[src/rtl/dcache_unit.sv]
`default_nettype none
// ============================================================================
//  Module   : dcache_unit
//  Purpose  : Direct-mapped, write-back, write-allocate data cache between a
//             byte-wide CPU load/store port and a word-block data memory.
//             8 lines x 4 bytes; address = {tag[7:5], index[4:2], offset[1:0]}.
//             Hits complete with no stall. A miss stalls the CPU, writes back
//             a dirty victim if needed, then refills the line from memory.
//  Ports    : CLK, RESET (sync, active-low)
//             CPU side : read, write, address[7:0], writedata[7:0],
//                        readdata[7:0], busywait
//             Mem side : mem_read, mem_write, mem_address[5:0],
//                        mem_writedata[31:0], mem_readdata[31:0], mem_busywait
//             Optional : hit_count[15:0], miss_count[15:0]
//  Config   : `define DCACHE_PERF_CNT_EN to add the hit/miss counters.
//  Revision : 1.0 - initial release
// ============================================================================
module dcache_unit (
   input  logic        CLK,
   input  logic        RESET,
   input  logic        read,
   input  logic        write,
   input  logic [7:0]  address,
   input  logic [7:0]  writedata,
   output logic [7:0]  readdata,
   output logic        busywait,
   output logic        mem_read,
   output logic        mem_write,
   output logic [5:0]  mem_address,
   output logic [31:0] mem_writedata,
   input  logic [31:0] mem_readdata,
   input  logic        mem_busywait
`ifdef DCACHE_PERF_CNT_EN
   ,
   output logic [15:0] hit_count,
   output logic [15:0] miss_count
`endif
);

   typedef enum logic [1:0] {
      ST_IDLE      = 2'd0,
      ST_WRITEBACK = 2'd1,
      ST_FETCH     = 2'd2
   } state_t;

   state_t      r_state;
   logic [7:0]  r_valid;
   logic [7:0]  r_dirty;
   logic [2:0]  r_tag  [0:7];
   logic [31:0] r_data [0:7];

   logic        r_mem_read;
   logic        r_mem_write;
   logic [5:0]  r_mem_address;
   logic [31:0] r_mem_writedata;
   // Tag of the block being fetched, captured at the miss so the fill does
   // not depend on the CPU still presenting the address.
   logic [2:0]  r_fill_tag;

   logic [2:0]  w_tag;
   logic [2:0]  w_index;
   logic [1:0]  w_offset;
   logic        w_req;
   logic        w_hit;
   logic [31:0] w_line;
   logic        w_idle_hit;
   logic        w_wr_hit;
   logic        w_fill;

   assign w_tag      = address[7:5];
   assign w_index    = address[4:2];
   assign w_offset   = address[1:0];
   assign w_req      = read | write;
   assign w_hit      = r_valid[w_index] && (r_tag[w_index] == w_tag);
   assign w_line     = r_data[w_index];
   assign w_idle_hit = (r_state == ST_IDLE) && w_hit;
   // A simultaneous read+write is a write.
   assign w_wr_hit   = RESET && write && w_idle_hit;
   assign w_fill     = RESET && (r_state == ST_FETCH) && !mem_busywait;

   assign busywait      = RESET && w_req && !w_idle_hit;
   assign mem_read      = r_mem_read;
   assign mem_write     = r_mem_write;
   assign mem_address   = r_mem_address;
   assign mem_writedata = r_mem_writedata;

   always_comb begin
      readdata = 8'h00;
      if (read && !write) begin
         readdata = w_line[{w_offset, 3'b000} +: 8];
      end
   end

   // Tag/data arrays carry no reset; valid bits gate their use.
   always_ff @(posedge CLK) begin
      if (w_wr_hit) begin
         r_data[w_index][{w_offset, 3'b000} +: 8] <= writedata;
      end
      if (w_fill) begin
         r_data[r_mem_address[2:0]] <= mem_readdata;
         r_tag[r_mem_address[2:0]]  <= r_fill_tag;
      end
   end

   always_ff @(posedge CLK) begin
      if (!RESET) begin
         r_state         <= ST_IDLE;
         r_valid         <= 8'h00;
         r_dirty         <= 8'h00;
         r_mem_read      <= 1'b0;
         r_mem_write     <= 1'b0;
         r_mem_address   <= 6'h00;
         r_mem_writedata <= 32'h0;
         r_fill_tag      <= 3'h0;
      end else begin
         case (r_state)
            ST_IDLE: begin
               if (w_req) begin
                  if (w_hit) begin
                     if (write) begin
                        r_dirty[w_index] <= 1'b1;
                     end
                  end else begin
                     r_fill_tag <= w_tag;
                     if (r_valid[w_index] && r_dirty[w_index]) begin
                        r_mem_write     <= 1'b1;
                        r_mem_address   <= {r_tag[w_index], w_index};
                        r_mem_writedata <= w_line;
                        r_state         <= ST_WRITEBACK;
                     end else begin
                        r_mem_read    <= 1'b1;
                        r_mem_address <= {w_tag, w_index};
                        r_state       <= ST_FETCH;
                     end
                  end
               end
            end
            ST_WRITEBACK: begin
               if (!mem_busywait) begin
                  // Switch straight from write-back to fetch; never both high.
                  r_mem_write   <= 1'b0;
                  r_mem_read    <= 1'b1;
                  r_mem_address <= {r_fill_tag, r_mem_address[2:0]};
                  r_state       <= ST_FETCH;
               end
            end
            ST_FETCH: begin
               if (!mem_busywait) begin
                  r_mem_read                 <= 1'b0;
                  r_valid[r_mem_address[2:0]] <= 1'b1;
                  r_dirty[r_mem_address[2:0]] <= 1'b0;
                  r_state                    <= ST_IDLE;
               end
            end
            default: begin
               r_state     <= ST_IDLE;
               r_mem_read  <= 1'b0;
               r_mem_write <= 1'b0;
            end
         endcase
      end
   end

`ifdef DCACHE_PERF_CNT_EN
   // The cycle after a fill is the retried access of the miss; its hit is
   // part of that miss and is not counted as a hit.
   logic        r_retry;
   logic [15:0] r_hit_count;
   logic [15:0] r_miss_count;

   always_ff @(posedge CLK) begin
      if (!RESET) begin
         r_retry      <= 1'b0;
         r_hit_count  <= 16'h0000;
         r_miss_count <= 16'h0000;
      end else begin
         r_retry <= w_fill;
         if (w_req && w_idle_hit && !r_retry && (r_hit_count != 16'hFFFF)) begin
            r_hit_count <= r_hit_count + 16'd1;
         end
         if (w_req && (r_state == ST_IDLE) && !w_hit && (r_miss_count != 16'hFFFF)) begin
            r_miss_count <= r_miss_count + 16'd1;
         end
      end
   end

   assign hit_count  = r_hit_count;
   assign miss_count = r_miss_count;
`endif

endmodule
`default_nettype wire

[config.mk]
export PLATFORM = sky130hd
export DESIGN_NAME = dcache_unit
export DESIGN_NICKNAME = d
export VERILOG_FILES = /design/src/rtl/dcache_unit.sv
export SDC_FILE = /design/constraint.sdc
export NUM_CORES = 1
export LEC_CHECK = 0
export CAP_MARGIN = 20
export CORE_MARGIN = 3
export CORE_UTILIZATION = 55
export CTS_CLUSTER_SIZE = 12
export DETAILED_ROUTE_END_ITERATION = 10
export PLACE_DENSITY = 0.76
export SLEW_MARGIN = 10
export SYNTH_ARGS = -nofsm -noshare
export SYNTH_HDL_FRONTEND = slang
export SYNTH_SLANG_ARGS = --single-unit
[constraint.sdc]
create_clock -name CLK -period 4.43 [get_ports CLK]
set_input_delay 0.443 -clock CLK [delete_from_list [all_inputs] [get_ports CLK]]
set_output_delay 0.443 -clock CLK [all_outputs]
set_load 0.03 [all_outputs]
==> results.sh, run 1 <==
export IMPL_cts_hold_buffers_added=0
export IMPL_grt_start_max_net_pins=65
export IMPL_worst_r2r_endpoint="r_data[6][22]"
export IMPL_clk_latency_ps=520
export IMPL_io_pins=102
export IMPL_p_leak_nw=5.95
export IMPL_worst_pin_slew_ps=904
export IMPL_die_w_um=169
export IMPL_syn_avg_cell_area_um2=13.9
export IMPL_antenna_found_initial=0
export IMPL_timing_hold_ws_ps=402
export IMPL_coreArea_um2=25600
export IMPL_holdPathStages=2
export IMPL_seqPwrFrac_pct=51.3
export IMPL_worstSetupEndpointType="primary output"
export IMPL_relSlewSlack_pct=39.4
export IMPL_synth_ff_type="edfxtp_1"
export IMPL_grt_pass1_vias=9649
export IMPL_finalHoldViolCount=0
export IMPL_routedWlPerCell_um=25.6
export IMPL_path_class="in -> out"
export IMPL_post_cts_setup_buffers=0
export IMPL_synth_edf_count=280
export IMPL_critPathLaunchType="input port"
export IMPL_overflow=0
export IMPL_netlist_top_cells_area="edfxtp_1 58%, dfxtp_1 8.4%, mux2i_1 5.5%"
export IMPL_cts_root_buffer="clkbuf_16"
export IMPL_pwr_share_clk_pct=38.8
export IMPL_finalWirelength_um=39700
export IMPL_swShare_pct=23.1
export IMPL_ys_seq_area_share_pct=66.0
export IMPL_clk_pin_slew_ps=60
export IMPL_syn_to_final_growth_pct=19.0
export IMPL_clock_sinks=341
export IMPL_dieHeight_um=169
export IMPL_hold_end="r_state[0]"
export IMPL_crit_chain="buf_4, nor2_1, buf_4, a221o_1, a221oi_1, mux4_2, nor2_1, clkdlybuf4s50_1"
export IMPL_outcome="complete, no violations"
export IMPL_synthesis_area_um2=14600
export IMPL_die_area_um2=28500
export IMPL_drc=0
export IMPL_grtUsageTotal_pct=27.6
export IMPL_max_cap_violations=0
export IMPL_arrival_ps=3560
export IMPL_synth_async_reset_ratio_pct=0
export IMPL_critPathMaxStageDelay_ps=740
export IMPL_p_int_mw=5.32
export IMPL_hpwl_um=27300
export IMPL_routed_via_count=9934
export IMPL_crit_required_ps=3990
export IMPL_fin_skew_ps=14.2
export IMPL_rsz0062_at_grt="no"
export IMPL_synth_top_area_share_pct=57.7
export IMPL_hold_path_class="in -> reg"
export IMPL_via_per_inst=6.39
export IMPL_ys_ff_latch=341
export IMPL_fin_crit_sh_pct=90.3
export IMPL_cts_tree="done"
export IMPL_n_antenna_cell=0
export IMPL_ff2ff_setup_slack_ps=1350
export IMPL_yosys_warnings=0
export IMPL_drt_iter0_drc=1401
export IMPL_drtAntennaViolNets=0
export IMPL_slowest_stage="a221oi_1"
export IMPL_path_max_fanout=44
export IMPL_power_total_mw=6.92
export IMPL_synthesis_instances=1052
export IMPL_synth_distinct_cells=62
export IMPL_fin_nets=1261
export IMPL_clockBufferDepth=3
export IMPL_globalplace_congestion=0.918
export IMPL_drive_gt1_share_pct=15.1
export IMPL_fmax_mhz=250
export IMPL_rr_worst_depth=7
export IMPL_rows=58
export IMPL_finalSetupViolations=0
export IMPL_grt_pass1_wl_um=59000
export IMPL_min_from="RESET"
export IMPL_finalSetupTns_ps=0
export IMPL_io_buffer_count=101
export IMPL_drv_slew=0
export IMPL_start_util_pct=56.9
export IMPL_r2r_start="r_state[1]"
export IMPL_power_switching_mw=1.60
export IMPL_cts_resized=0
export IMPL_numCtsBuffers=36
export IMPL_ir_worst_vdd_mv=0.324
export IMPL_p_per_area_nw_per_um2=399
export IMPL_cts_htree_levels=2
export IMPL_drt_pass1_iterations=6
export IMPL_yosys_area_top_type="edfxtp_1"
export IMPL_mappedNetlistNets=1110
export IMPL_share_comb_of_total_power_pct=9.9
export IMPL_period_needed_ps=4000
logic make-up after synthesis:
family / count (synthesis) / synth area share (%)
flip-flops: 341 / 66.0
AND/OR/NAND/NOR: 252 / 8.26
AO/OA/AOI/OAI: 240 / 11.8
buffers and inverters: 83 / 2.63
multiplexers: 131 / 10.8
adder cells (fa/ha/maj): 5 / 0.429
placed cells by master (no fill, tap or decap), drive strengths merged, types with 4 or more instances in the layout:
master	count
o22ai	19
or3	4
nand4	5
mux4	18
clkdlybuf4s50	97
inv	13
nand2b	20
ha	5
o221ai	6
nor2b	17
a211oi	5
a221oi	15
a22oi	30
a21oi	59
a31oi	7
nor3	6
buf	88
mux2	33
edfxtp	280
a21o	10
nand3	19
nand2	111
a221o	11
nor4	6
and3	8
dfxtp	61
clkbuf	47
o21ai	23
and2	17
mux2i	80
o31ai	7
o211ai	5
nor2	30
clkinv	10
a22o	25
sequential cells by signal, summed over array words and instances, names as in the netlist:
signal,cells
mem_write,1
r_tag,24
r_valid,8
r_data,256
mem_address,6
r_state,2
r_fill_tag,3
mem_writedata,32
mem_read,1
r_dirty,8
layout make-up:
class                           instances  area, um^2
Clock buffer                           47         973
Clock inverter                         12        56.3
Fill cell                            1792        8270
Inverter                               11        41.3
Multi-Input combinational cell        628        4570
Sequential cell                       341        9630
Tap cell                              330         413
Timing Repair Buffer                  185        1660
per-stage QoR:
stage                     utilization (%)  std cells  setup slack [ps]  area (um^2)
after floorplan                         -       1052              1410        14600
after global placement               63.7       1495               484        16300
after detailed placement             63.7       1495               453        16300
after CTS                            67.7       1554               422        17300
after global routing                 67.7       1554               282        17300
final                                67.7       1554               432        17300
synth_stat cells, types with 10 or more instances:
| cell | instances |
|---|---|
| nand2b_1 | 20 |
| mux2i_1 | 80 |
| clkbuf_1 | 35 |
| nor2b_1 | 17 |
| inv_1 | 11 |
| o22ai_1 | 19 |
| a22o_1 | 25 |
| o21ai_0 | 22 |
| mux4_2 | 18 |
| buf_2 | 22 |
| a221o_1 | 11 |
| and2_1 | 14 |
| a22oi_1 | 29 |
| a21oi_1 | 59 |
| dfxtp_1 | 61 |
| nand2_1 | 111 |
| a221oi_1 | 14 |
| nand3_1 | 19 |
| mux2_2 | 29 |
| nor2_1 | 29 |
| edfxtp_1 | 280 |
| a21o_1 | 10 |
routing by layer:
metal | share of wire, % | track usage [%]
met5 | 0 | 0
met4 | 3.7 | 10.6
met3 | 13 | 8.45
met2 | 45 | 41.6
met1 | 38 | 38.0
power groups by stage:
stage,Combinational (mW),Sequential [mW],Clock [mW]
floorplan,0.369,3.63,0
global placement,0.657,3.61,0
detailed placement,0.668,3.62,0
CTS,0.671,3.55,2.71
global route,0.721,3.55,2.84
finish,0.683,3.55,2.68
critical path: cells and delay by family:
kind / cells / cell delay (ps)
and+or+nand+nor: 2 / 240
AOI/OAI and AO/OA: 2 / 1100
buffers and inverters: 3 / 1340
muxes: 1 / 390
how the worst max path moves through the flow:
stage / start / to / slack (ps) / cells after the start
after floorplan: address[2] / readdata[7] / 1410 / 10
after global placement: address[2] / readdata[3] / 480 / 8
after detailed placement: address[2] / readdata[3] / 450 / 8
after CTS: address[2] / readdata[3] / 420 / 8
after global routing: address[2] / readdata[3] / 280 / 8
final: address[2] / readdata[3] / 430 / 8
(Power assumes the default switching activity.)
==> run 2: changes to the inputs <==
Settings changed: ABC_CLOCK_PERIOD_IN_PS set to 4430, CORE_ASPECT_RATIO set to 1.25.
==> run 2 against run 1 <==
Effect of this change: final area is 0.48% higher; worst setup slack better by 23 ps; routed wire length shrank 1.3%; count of clock-buffer cells in the layout rose by 2; utilization shrank 0.92 points; sequential cell count is the same; final cell count up 1.1%; first-iteration DRC count decreased by 17%; global-route usage up 0.082 points; non-clock buffer count grew 10; sequential share of layout area decreased by 0.27 points; critical path type unchanged; largest cell class unchanged.
==> results.sh, run 2 (synthesis results as in run 1) <==
export IMPL_via_per_inst=6.31
export IMPL_crit_required_ps=3990
export IMPL_finalHoldViolCount=0
export IMPL_clk_latency_ps=520
export IMPL_rr_worst_depth=6
export IMPL_drc=0
export IMPL_drt_iter0_drc=1160
export IMPL_slowest_stage="clkdlybuf4s50_1"
export IMPL_clk_pin_slew_ps=60
export IMPL_ff2ff_setup_slack_ps=1430
export IMPL_dieHeight_um=188
export IMPL_antenna_found_initial=0
export IMPL_arrival_ps=3530
export IMPL_max_cap_violations=0
export IMPL_cts_resized=0
export IMPL_n_antenna_cell=0
export IMPL_crit_chain="buf_2, buf_4, nand2b_1, o22ai_1, or3_1, a22oi_2, a31oi_1, clkdlybuf4s50_1"
export IMPL_io_pins=102
export IMPL_routed_via_count=9914
export IMPL_grt_start_max_net_pins=94
export IMPL_critPathLaunchType="input port"
export IMPL_drt_pass1_iterations=7
export IMPL_hold_end="r_dirty[1]"
export IMPL_finalWirelength_um=39200
export IMPL_drv_slew=0
export IMPL_cts_tree="done"
export IMPL_grt_pass1_wl_um=58900
export IMPL_worst_r2r_endpoint="r_data[0][19]"
export IMPL_largest_register_ffs=256
export IMPL_start_util_pct=55.9
export IMPL_rsz0062_at_grt="no"
export IMPL_routedWlPerCell_um=24.9
export IMPL_die_w_um=152
export IMPL_final_cells=1571
export IMPL_ir_worst_vdd_mv=0.242
export IMPL_globalplace_congestion=0.928
export IMPL_mostFrequentLayoutCells="280 x edfxtp_1, 111 x nand2_1, 97 x clkdlybuf4s50_1, 93 x buf_4, 80 x mux2i_1"
export IMPL_hold_path_class="in -> reg"
export IMPL_rows=66
export IMPL_path_max_fanout=26
export IMPL_fin_crit_sh_pct=89.7
export IMPL_r2r_start="r_state[1]"
export IMPL_fin_nets=1271
export IMPL_post_cts_setup_buffers=0
export IMPL_p_per_area_nw_per_um2=396
export IMPL_outcome="complete, no violations"
export IMPL_drive_gt1_share_pct=15.9
export IMPL_finalSetupViolations=0
export IMPL_coreArea_um2=26100
export IMPL_clock_sinks=341
export IMPL_io_buffer_count=101
export IMPL_dpl_cell_count=1515
export IMPL_cts_htree_levels=2
export IMPL_cts_root_buffer="clkbuf_16"
export IMPL_fin_skew_ps=24.8
export IMPL_overflow=0
export IMPL_hpwl_um=27800
export IMPL_largest_register="r_data"
export IMPL_p_leak_nw=6.00
export IMPL_worst_pin_slew_ps=873
export IMPL_timing_hold_ws_ps=306
export IMPL_cts_hold_buffers_added=0
export IMPL_finalSetupTns_ps=0
export IMPL_drtAntennaViolNets=0
export IMPL_cp_top_family="buffers and inverters"
export IMPL_relSlewSlack_pct=41.5
export IMPL_clockBufferDepth=3
export IMPL_grtUsageTotal_pct=27.6
export IMPL_period_needed_ps=3980
export IMPL_path_class="in -> out"
export IMPL_min_from="RESET"
export IMPL_grt_pass1_vias=9762
export IMPL_critPathMaxStageDelay_ps=630
export IMPL_fillers=1857
export IMPL_numCtsBuffers=36
export IMPL_holdPathStages=3
export IMPL_die_area_um2=28500
export IMPL_worstSetupEndpointType="primary output"
export IMPL_fmax_mhz=252
export IMPL_syn_to_final_growth_pct=19.5
export IMPL_final_common_cell="edfxtp_1"
export IMPL_path_buf_inv=3
## run 2: worst max-delay path by stage
stage / from / endpoint / depth (start not counted)
after floorplan: address[2] / readdata[7] / 10
after global placement: address[4] / r_data[1][24] / 9
after detailed placement: address[4] / r_data[6][31] / 9
after CTS: address[4] / busywait / 8
after global routing: address[4] / busywait / 8
final: address[4] / busywait / 8
## run 2: tightest hold or removal path: stages
cell and delay (ps):
buf_4 180, o221ai_1 90, a21oi_1 50
## run 2: routing by layer
metal	wire length (um)	global-route usage (%)	vias to the layer above
met3	3760	4.59	115
met4	1940	12.2	0
met1	14800	37.7	4820
li1	-	-	4390
met5	0	0	-
met2	18700	43.9	589
## run 2: stage by stage
| step | cell area (um^2) | power [mW] | util [%] | setup slack, ps |
|---|---|---|---|---|
| after global placement | 16400 | 4.28 | 62.9 | 569 |
| final | 17400 | 6.91 | 66.8 | 454 |
| after CTS | 17400 | 6.93 | 66.8 | 497 |
| after detailed placement | 16400 | 4.30 | 62.9 | 404 |
| after global routing | 17400 | 7.11 | 66.8 | 296 |
| after floorplan | 14600 | 4.00 | - | 1410 |
## run 2: layout make-up
cell class,instances,area (um^2),area share [%]
Clock inverter,7,52.6,0.301
Tap cell,340,425,2.44
Sequential cell,341,9630,55.2
Clock buffer,49,970,5.56
Multi-Input combinational cell,628,4570,26.2
Inverter,11,41.3,0.237
Timing Repair Buffer,195,1740,9.98
## run 2: power breakdown
group          switching (mW)  leakage, nW  internal [mW]  total [mW]
logic                   0.417         2.64          0.270       0.687
registers              0.0312         2.86           3.52        3.55
clock network            1.14        0.497           1.53        2.67
total                    1.59         6.00           5.32        6.91
